<file path="config.mk">
export PLATFORM = sky130hd
export DESIGN_NAME = ps2_host_tx
export DESIGN_NICKNAME = d
export VERILOG_FILES = /design/src/rtl/ps2_host_tx.sv
export SDC_FILE = /design/constraint.sdc
export NUM_CORES = 1
export LEC_CHECK = 0
export CORE_MARGIN = 2
export CORE_UTILIZATION = 50
export DETAILED_ROUTE_END_ITERATION = 12
export GPL_ROUTABILITY_DRIVEN = 0
export GPL_TIMING_DRIVEN = 0
export PLACE_DENSITY_LB_ADDON = 0.12
export SLEW_MARGIN = 15
export SYNTH_ARGS = -nofsm -noshare
export SYNTH_HDL_FRONTEND = slang
export SYNTH_SLANG_ARGS = --single-unit
</file>
<file path="constraint.sdc">
create_clock -name clk -period 3 [get_ports clk]
set_input_delay 0.45 -clock clk [delete_from_list [all_inputs] [get_ports clk]]
set_output_delay 0.45 -clock clk [all_outputs]
set_load 0.02 [all_outputs]
</file>
<file path="src/rtl/ps2_host_tx.sv">
// rtl/ps2_host_tx.sv - PS/2 host-to-device command byte transmitter
//
// Sends one command byte to a PS/2 device over the open-drain PS2_CLK/PS2_DAT
// lines. The block only ever pulls lines low; the enclosing level builds the
// tri-states from the *_oe outputs.
//
// Ports:
//   clk         system clock
//   reset       asynchronous active-low reset
//   start       single-cycle send request, only honoured while idle
//   tx_byte     byte to send, captured when start is accepted
//   ps2_clk_in  raw PS2_CLK pin level (asynchronous)
//   ps2_dat_in  raw PS2_DAT pin level (asynchronous)
//   ps2_clk_oe  1 = pull PS2_CLK low
//   ps2_dat_oe  1 = pull PS2_DAT low
//   busy        transfer in progress
//   done        one-cycle pulse: byte sent and acknowledged
//   error       one-cycle pulse: timeout or missing acknowledge

module ps2_host_tx #(
  parameter int INHIBIT_CYCLES = 5000,
  parameter int REQ_CYCLES     = 100,
  parameter int TIMEOUT_CYCLES = 750000
) (
  input  logic       clk,
  input  logic       reset,
  input  logic       start,
  input  logic [7:0] tx_byte,
  input  logic       ps2_clk_in,
  input  logic       ps2_dat_in,
  output logic       ps2_clk_oe,
  output logic       ps2_dat_oe,
  output logic       busy,
  output logic       done,
  output logic       error
);

  localparam int MAX_A   = (INHIBIT_CYCLES > REQ_CYCLES) ? INHIBIT_CYCLES : REQ_CYCLES;
  localparam int MAX_CYC = (MAX_A > TIMEOUT_CYCLES) ? MAX_A : TIMEOUT_CYCLES;
  localparam int CNT_W   = $clog2(MAX_CYC + 1);

  typedef logic [CNT_W-1:0] cnt_t;

  localparam cnt_t INH_LAST = cnt_t'(INHIBIT_CYCLES - 1);
  localparam cnt_t REQ_LAST = cnt_t'(REQ_CYCLES - 1);
  localparam cnt_t TO_LAST  = cnt_t'(TIMEOUT_CYCLES - 1);

  typedef enum logic [2:0] {
    ST_IDLE,
    ST_INHIBIT,
    ST_REQ,
    ST_SEND,
    ST_ACKWAIT,
    ST_DONE,
    ST_ERR
  } state_e;

  state_e     state_q, state_d;
  cnt_t       cnt_q, cnt_d;
  logic [8:0] shreg_q, shreg_d;
  logic [3:0] edge_cnt_q, edge_cnt_d;
  logic       dat_bit_q, dat_bit_d;

  logic clk_s1_q, clk_s2_q, clk_prev_q;
  logic dat_s1_q, dat_s2_q;

  logic       clk_fall;
  logic [3:0] edge_cnt_inc;

  // Two-flop synchronizers. Idle bus level is high, so reset to 1 to avoid
  // a spurious falling edge right after reset.
  always_ff @(posedge clk or negedge reset) begin
    if (!reset) begin
      clk_s1_q   <= 1'b1;
      clk_s2_q   <= 1'b1;
      clk_prev_q <= 1'b1;
      dat_s1_q   <= 1'b1;
      dat_s2_q   <= 1'b1;
    end else begin
      clk_s1_q   <= ps2_clk_in;
      clk_s2_q   <= clk_s1_q;
      clk_prev_q <= clk_s2_q;
      dat_s1_q   <= ps2_dat_in;
      dat_s2_q   <= dat_s1_q;
    end
  end

  assign clk_fall     = clk_prev_q & ~clk_s2_q;
  assign edge_cnt_inc = edge_cnt_q + 4'd1;

  always_ff @(posedge clk or negedge reset) begin
    if (!reset) begin
      state_q    <= ST_IDLE;
      cnt_q      <= '0;
      shreg_q    <= '0;
      edge_cnt_q <= '0;
      dat_bit_q  <= 1'b0;
    end else begin
      state_q    <= state_d;
      cnt_q      <= cnt_d;
      shreg_q    <= shreg_d;
      edge_cnt_q <= edge_cnt_d;
      dat_bit_q  <= dat_bit_d;
    end
  end

  always_comb begin
    state_d    = state_q;
    cnt_d      = cnt_q;
    shreg_d    = shreg_q;
    edge_cnt_d = edge_cnt_q;
    dat_bit_d  = dat_bit_q;

    case (state_q)
      ST_IDLE: begin
        if (start) begin
          state_d    = ST_INHIBIT;
          cnt_d      = '0;
          shreg_d    = {~^tx_byte, tx_byte};
          edge_cnt_d = '0;
          dat_bit_d  = 1'b0;
        end
      end

      ST_INHIBIT: begin
        if (cnt_q == INH_LAST) begin
          state_d = ST_REQ;
          cnt_d   = '0;
        end else begin
          cnt_d = cnt_q + cnt_t'(1);
        end
      end

      ST_REQ: begin
        if (cnt_q == REQ_LAST) begin
          // Counter restarts as the timeout; data stays low as the start
          // bit until the device's first falling edge.
          state_d   = ST_SEND;
          cnt_d     = '0;
          dat_bit_d = 1'b1;
        end else begin
          cnt_d = cnt_q + cnt_t'(1);
        end
      end

      ST_SEND: begin
        cnt_d = cnt_q + cnt_t'(1);
        // Timeout is checked first so it beats a coincident edge 11.
        if (cnt_q == TO_LAST) begin
          state_d = ST_ERR;
        end else if (clk_fall) begin
          edge_cnt_d = edge_cnt_inc;
          if (edge_cnt_inc <= 4'd9) begin
            dat_bit_d = ~shreg_q[0];
            shreg_d   = shreg_q >> 1;
          end else if (edge_cnt_inc == 4'd10) begin
            dat_bit_d = 1'b0;
          end else begin
            state_d = dat_s2_q ? ST_ERR : ST_ACKWAIT;
          end
        end
      end

      ST_ACKWAIT: begin
        cnt_d = cnt_q + cnt_t'(1);
        if (cnt_q == TO_LAST) begin
          state_d = ST_ERR;
        end else if (clk_s2_q && dat_s2_q) begin
          state_d = ST_DONE;
        end
      end

      ST_DONE: state_d = ST_IDLE;
      ST_ERR:  state_d = ST_IDLE;
      default: state_d = ST_IDLE;
    endcase
  end

  // Outputs decode straight from registered state so reset releases both
  // lines immediately.
  assign ps2_clk_oe = (state_q == ST_INHIBIT) || (state_q == ST_REQ);
  assign ps2_dat_oe = (state_q == ST_REQ) || ((state_q == ST_SEND) && dat_bit_q);
  assign busy       = (state_q == ST_INHIBIT) || (state_q == ST_REQ) ||
                      (state_q == ST_SEND) || (state_q == ST_ACKWAIT);
  assign done       = (state_q == ST_DONE);
  assign error      = (state_q == ST_ERR);

endmodule

</file>
==> impl.org <==
** Status
- Status :: complete, no violations

** Clock tree
- After clock tree synthesis, the flow added hold-fix buffers numbering 0.
- Buffers inserted during post-CTS setup optimization :: 0
- Buffers inserted during clock tree synthesis total 5.
- After clock tree synthesis, the clock-pin slew on the worst setup and hold paths is 0.08 ns.
- Buffer cell driving the clock tree root :: sky130_fd_sc_hd__clkbuf_8
- Post-CTS sizing :: 0
- Clk sinks :: 42
- The clock tree synthesis step divided the H-tree into 2 levels.
- Clock Latency Late Sink :: 0.30 ns
- TritonCTS built the clock tree.
- Clock Path Buffers :: 2

** STA
- At the pin with the least slew margin, the transition time is 0.797 ns.
- Derived from the worst setup path, the maximum achievable clock frequency is 0.391 GHz.
- Setup violations remaining at the end of the flow were counted as 0.
- TNS Setup :: 0 ns
- Clock period minus final worst setup slack :: 2.56 ns
- Portion of the clock cycle consumed by the worst path in the final layout :: 85.2%
- Number of max-slew violations in the final report :: 0
- Setup repair after global routing missed its margin :: no
- Across all hold checks on the routed design, the worst slack comes to 0.0671 ns.
- On the final layout, the worst clock skew is 0.00988 ns.
- Relative max-transition margin :: 46.4%
- The hold violation total from the final report came to 0.

** GRT
- The via count of the first global-routing pass came to 1,648.
- The initial antenna violation count is 0.
- After global routing the overflow that remains totals 0.
- The first global-routing pass estimated 7990 um of wire.
- Largest net degree at the start of global routing :: 27
- Global Route Usage Sum :: 19.3%

** Yosys
- Adder and majority cell fraction of the synthesized area :: 2.62%
- Parity-gate share of the synthesized area counting xor and xnor cells :: 10.6%
- By area, the combinational part of the netlist is dominated by simple AND/OR/NAND/NOR gates.
- Cell area after technology mapping :: 2390 sq um
- Synthesis produced a netlist with a net count of 267.
- Summing the areas of all and, or, nand and nor instances in the mapped netlist gives 25.0% of the synthesized area.
- Measured against the total synthesized area, the mux share comes to 1.52%.
- Synthesis inferred 42 register bits.
- Main flop type after synthesis :: sky130_fd_sc_hd__dfrtp_1
- Number of instances in the synthesized netlist :: 249
- In this run the mean area of a mapped cell was 9.60 sq um.
- Asr flop ratio synth :: 100%
- Counting distinct cell types in the post-synthesis netlist gives 54.
- Share of synthesized area occupied by flip-flops and latches :: 44.2%
- The synthesized netlist devotes 12.6% of its cell area to compound gates.
- The Yosys step of the flow raised 0 warnings.
- In this run, synthesis inferred 0 flip-flops with an integrated enable.

** Worst setup path
- The largest single stage delay on the critical path is 0.63 ns.
- Data on the critical path arrives at its endpoint at 2.11 ns.
- In this run the worst path has a maximum fanout of 10.
- The worst setup path is launched from a flip-flop.
- Slowest library cell on the worst path :: sky130_fd_sc_hd__clkdlybuf4s50_1
- Type of destination of the critical path :: primary output
- Worst Path Class, Setup :: reg2out
- Critical path, cell by cell :: buf_2 -> buf_1 -> nor3b_1 -> clkdlybuf4s50_1
- Endpoint required time on the critical path :: 2.55 ns

** Job
- Max capacitance violation total :: 0

** Route
- For this run, design rule violations remaining after detail routing come to 0.
- Met3 wire len :: 146 um
- Signal routing reaches up to met4.
- Router iterations before antenna repair :: 4
- Detailed router's first-iteration violation count :: 69
- Avg Vias per Cell :: 5.54
- Met2 Wirelength :: 2060 um
- Total length of routed wires :: 4670 um
- Dividing the detail-routed wire length by the instance count gives 14.2 um.
- Vias after detailed routing :: 1,823
- In this run the remaining antenna-violating nets after routing total 0.
- M1 WL :: 2400 um

** Place
- Port buffering added 17 buffers.
- Counting tap cells, the placed design contains a total of 321 instances.
- Half-perimeter wire length after placement :: 3460 um

** Final layout
- Layout cells sized above 1 :: 12.4%
- Area growth syn-to-layout :: 14.2%
- Antenna diodes :: 0
- Util after Layout :: 58.6%
- Number of nets in the layout :: 292
- Across the whole layout, storage elements account for 1060 sq um.
- In the final layout, the multi-input gates occupy 1250 sq um.
- The filler cells instantiated in the layout total 417.
- Layout Cells excl Fill :: 329

** Power and ir drop
- Power per unit of standard cell area :: 836 nW/um^2
- Leakage dissipation :: 1.13 nW
- VDD sags by at most 0.302 mV.

** Floorplanning
- The floorplan step defined a die boundary enclosing 5350 sq um.
- The floorplan step defined a core boundary enclosing 4660 sq um.
- For this design the top-level I/O count stands at 18.
- Measured along the y axis, the die boundary spans 73.1 um.
- Starting Density :: 51.3%
- Row generation in the floorplan step produced 25 rows.
- Die Wd :: 73.1 um

** Min path
- Worst min-delay path category :: in2async
==> Yosys cell counts, types with 6 or more instances <==
library cell | n | area (sq um)
sky130_fd_sc_hd__nand3_1 | 10 | 50.1
sky130_fd_sc_hd__a2bb2oi_1 | 8 | 70.1
sky130_fd_sc_hd__nor2_1 | 29 | 109
sky130_fd_sc_hd__xor2_1 | 14 | 123
sky130_fd_sc_hd__xnor2_1 | 15 | 131
sky130_fd_sc_hd__dfrtp_1 | 37 | 926
sky130_fd_sc_hd__nor3_1 | 7 | 35.0
sky130_fd_sc_hd__o21ai_0 | 8 | 40.0
sky130_fd_sc_hd__nand2_1 | 26 | 97.6
sky130_fd_sc_hd__a21oi_1 | 7 | 35.0
sky130_fd_sc_hd__o22ai_1 | 8 | 50.1
sky130_fd_sc_hd__inv_1 | 6 | 22.5
==> layout make-up <==
| cell class | count | share of cell area [%] |
|---|---|---|
| multi-input cells | 190 | 45.9 |
| flip-flops and latches | 42 | 38.7 |
| repair buffers | 18 | 6.79 |
| clock buffers | 6 | 2.66 |
| well taps | 54 | 2.48 |
| plain buffers | 11 | 2.15 |
| inverters | 6 | 0.825 |
| clock inverters | 2 | 0.504 |
==> worst paths after layout <==
| path | cells past startpoint | slack [ns] | end | startpoint |
|---|---|---|---|---|
| setup reg to reg | 7 | 0.57 | cnt_q[10]$_DFFE_PN0P_ | cnt_q[10]$_DFFE_PN0P_ |
| hold reg to reg | 0 | 0.36 | dat_s2_q$_DFF_PN1_ | dat_s1_q$_DFF_PN1_ |
| max in group asynchronous | 2 | 2.39 | clk_s2_q$_DFF_PN1_ | reset |
| setup / recovery | 4 | 0.44 | error | state_q[1]$_DFFE_PN0P_ |
| min in group clk | 0 | 0.36 | dat_s2_q$_DFF_PN1_ | dat_s1_q$_DFF_PN1_ |
| hold / removal | 1 | 0.07 | dat_bit_q$_DFFE_PN0P_ | reset |
==> critical path: cells and delay by family, from the launching register on <==
| family | cells | cell delay [ns] |
|---|---|---|
| buf+inv | 3 | 1.22 |
| flops | 1 | 0.33 |
| simple gates | 1 | 0.25 |
==> per-layer routing <==
metal	vias up	global-route usage, %
li1	927	-
met1	859	30.3
met2	30	26.6
met3	7	3.73
met4	0	6.17
met5	-	0
==> stage by stage <==
stage | area, sq um | setup slack [ns] | total power [mW]
final | 2730 | 0.445 | 2.28
after global routing | 2730 | 0.283 | 2.46
after CTS | 2730 | 0.427 | 2.30
after detailed placement | 2640 | 0.487 | 1.94
after global placement | 2630 | 0.370 | 1.92
after floorplan | 2390 | 0.860 | 1.63
==> where the power goes <==
group,switching [mW],leakage [nW],internal (mW),total (mW)
combinational,0.633,0.557,0.505,1.14
clock,0.191,0.0452,0.164,0.355
sequential,0.0897,0.533,0.698,0.788
total,0.913,1.13,1.37,2.28
==> state kept, by name, indices dropped and copies added (netlist names) <==
name	flops
dat_bit_q	1
clk_s2_q	1
edge_cnt_q	4
clk_prev_q	1
dat_s1_q	1
cnt_q	20
state_q	3
dat_s2_q	1
shreg_q	9
clk_s1_q	1
==> logic make-up (layout without fill, tap and decap cells) <==
kind of cell	count (synthesis)	after routing
mux	3	3
xor+xnor	29	29
buf+inv	17	43
simple gates	109	109
flops	42	42
fa+ha+maj	5	5
compound gates	44	44
==> layout by cell type (no fill, tap or decap), types with 3 or more instances in the layout <==
cell                              instances
sky130_fd_sc_hd__dfrtp_1                 37
sky130_fd_sc_hd__nor2_1                  29
sky130_fd_sc_hd__nand2_1                 26
sky130_fd_sc_hd__clkdlybuf4s50_1         16
sky130_fd_sc_hd__xnor2_1                 15
sky130_fd_sc_hd__xor2_1                  14
sky130_fd_sc_hd__nand3_1                 10
sky130_fd_sc_hd__o21ai_0                  8
sky130_fd_sc_hd__o22ai_1                  8
sky130_fd_sc_hd__a2bb2oi_1                8
sky130_fd_sc_hd__a21oi_1                  7
sky130_fd_sc_hd__nor3_1                   7
sky130_fd_sc_hd__inv_1                    6
sky130_fd_sc_hd__buf_2                    6
sky130_fd_sc_hd__nand3b_1                 5
sky130_fd_sc_hd__ha_1                     5
sky130_fd_sc_hd__dfstp_2                  5
sky130_fd_sc_hd__clkbuf_8                 5
sky130_fd_sc_hd__clkbuf_1                 4
sky130_fd_sc_hd__nor3b_1                  3
sky130_fd_sc_hd__nand4_1                  3
sky130_fd_sc_hd__and3_1                   3
Power figures use the tool's default switching activity.
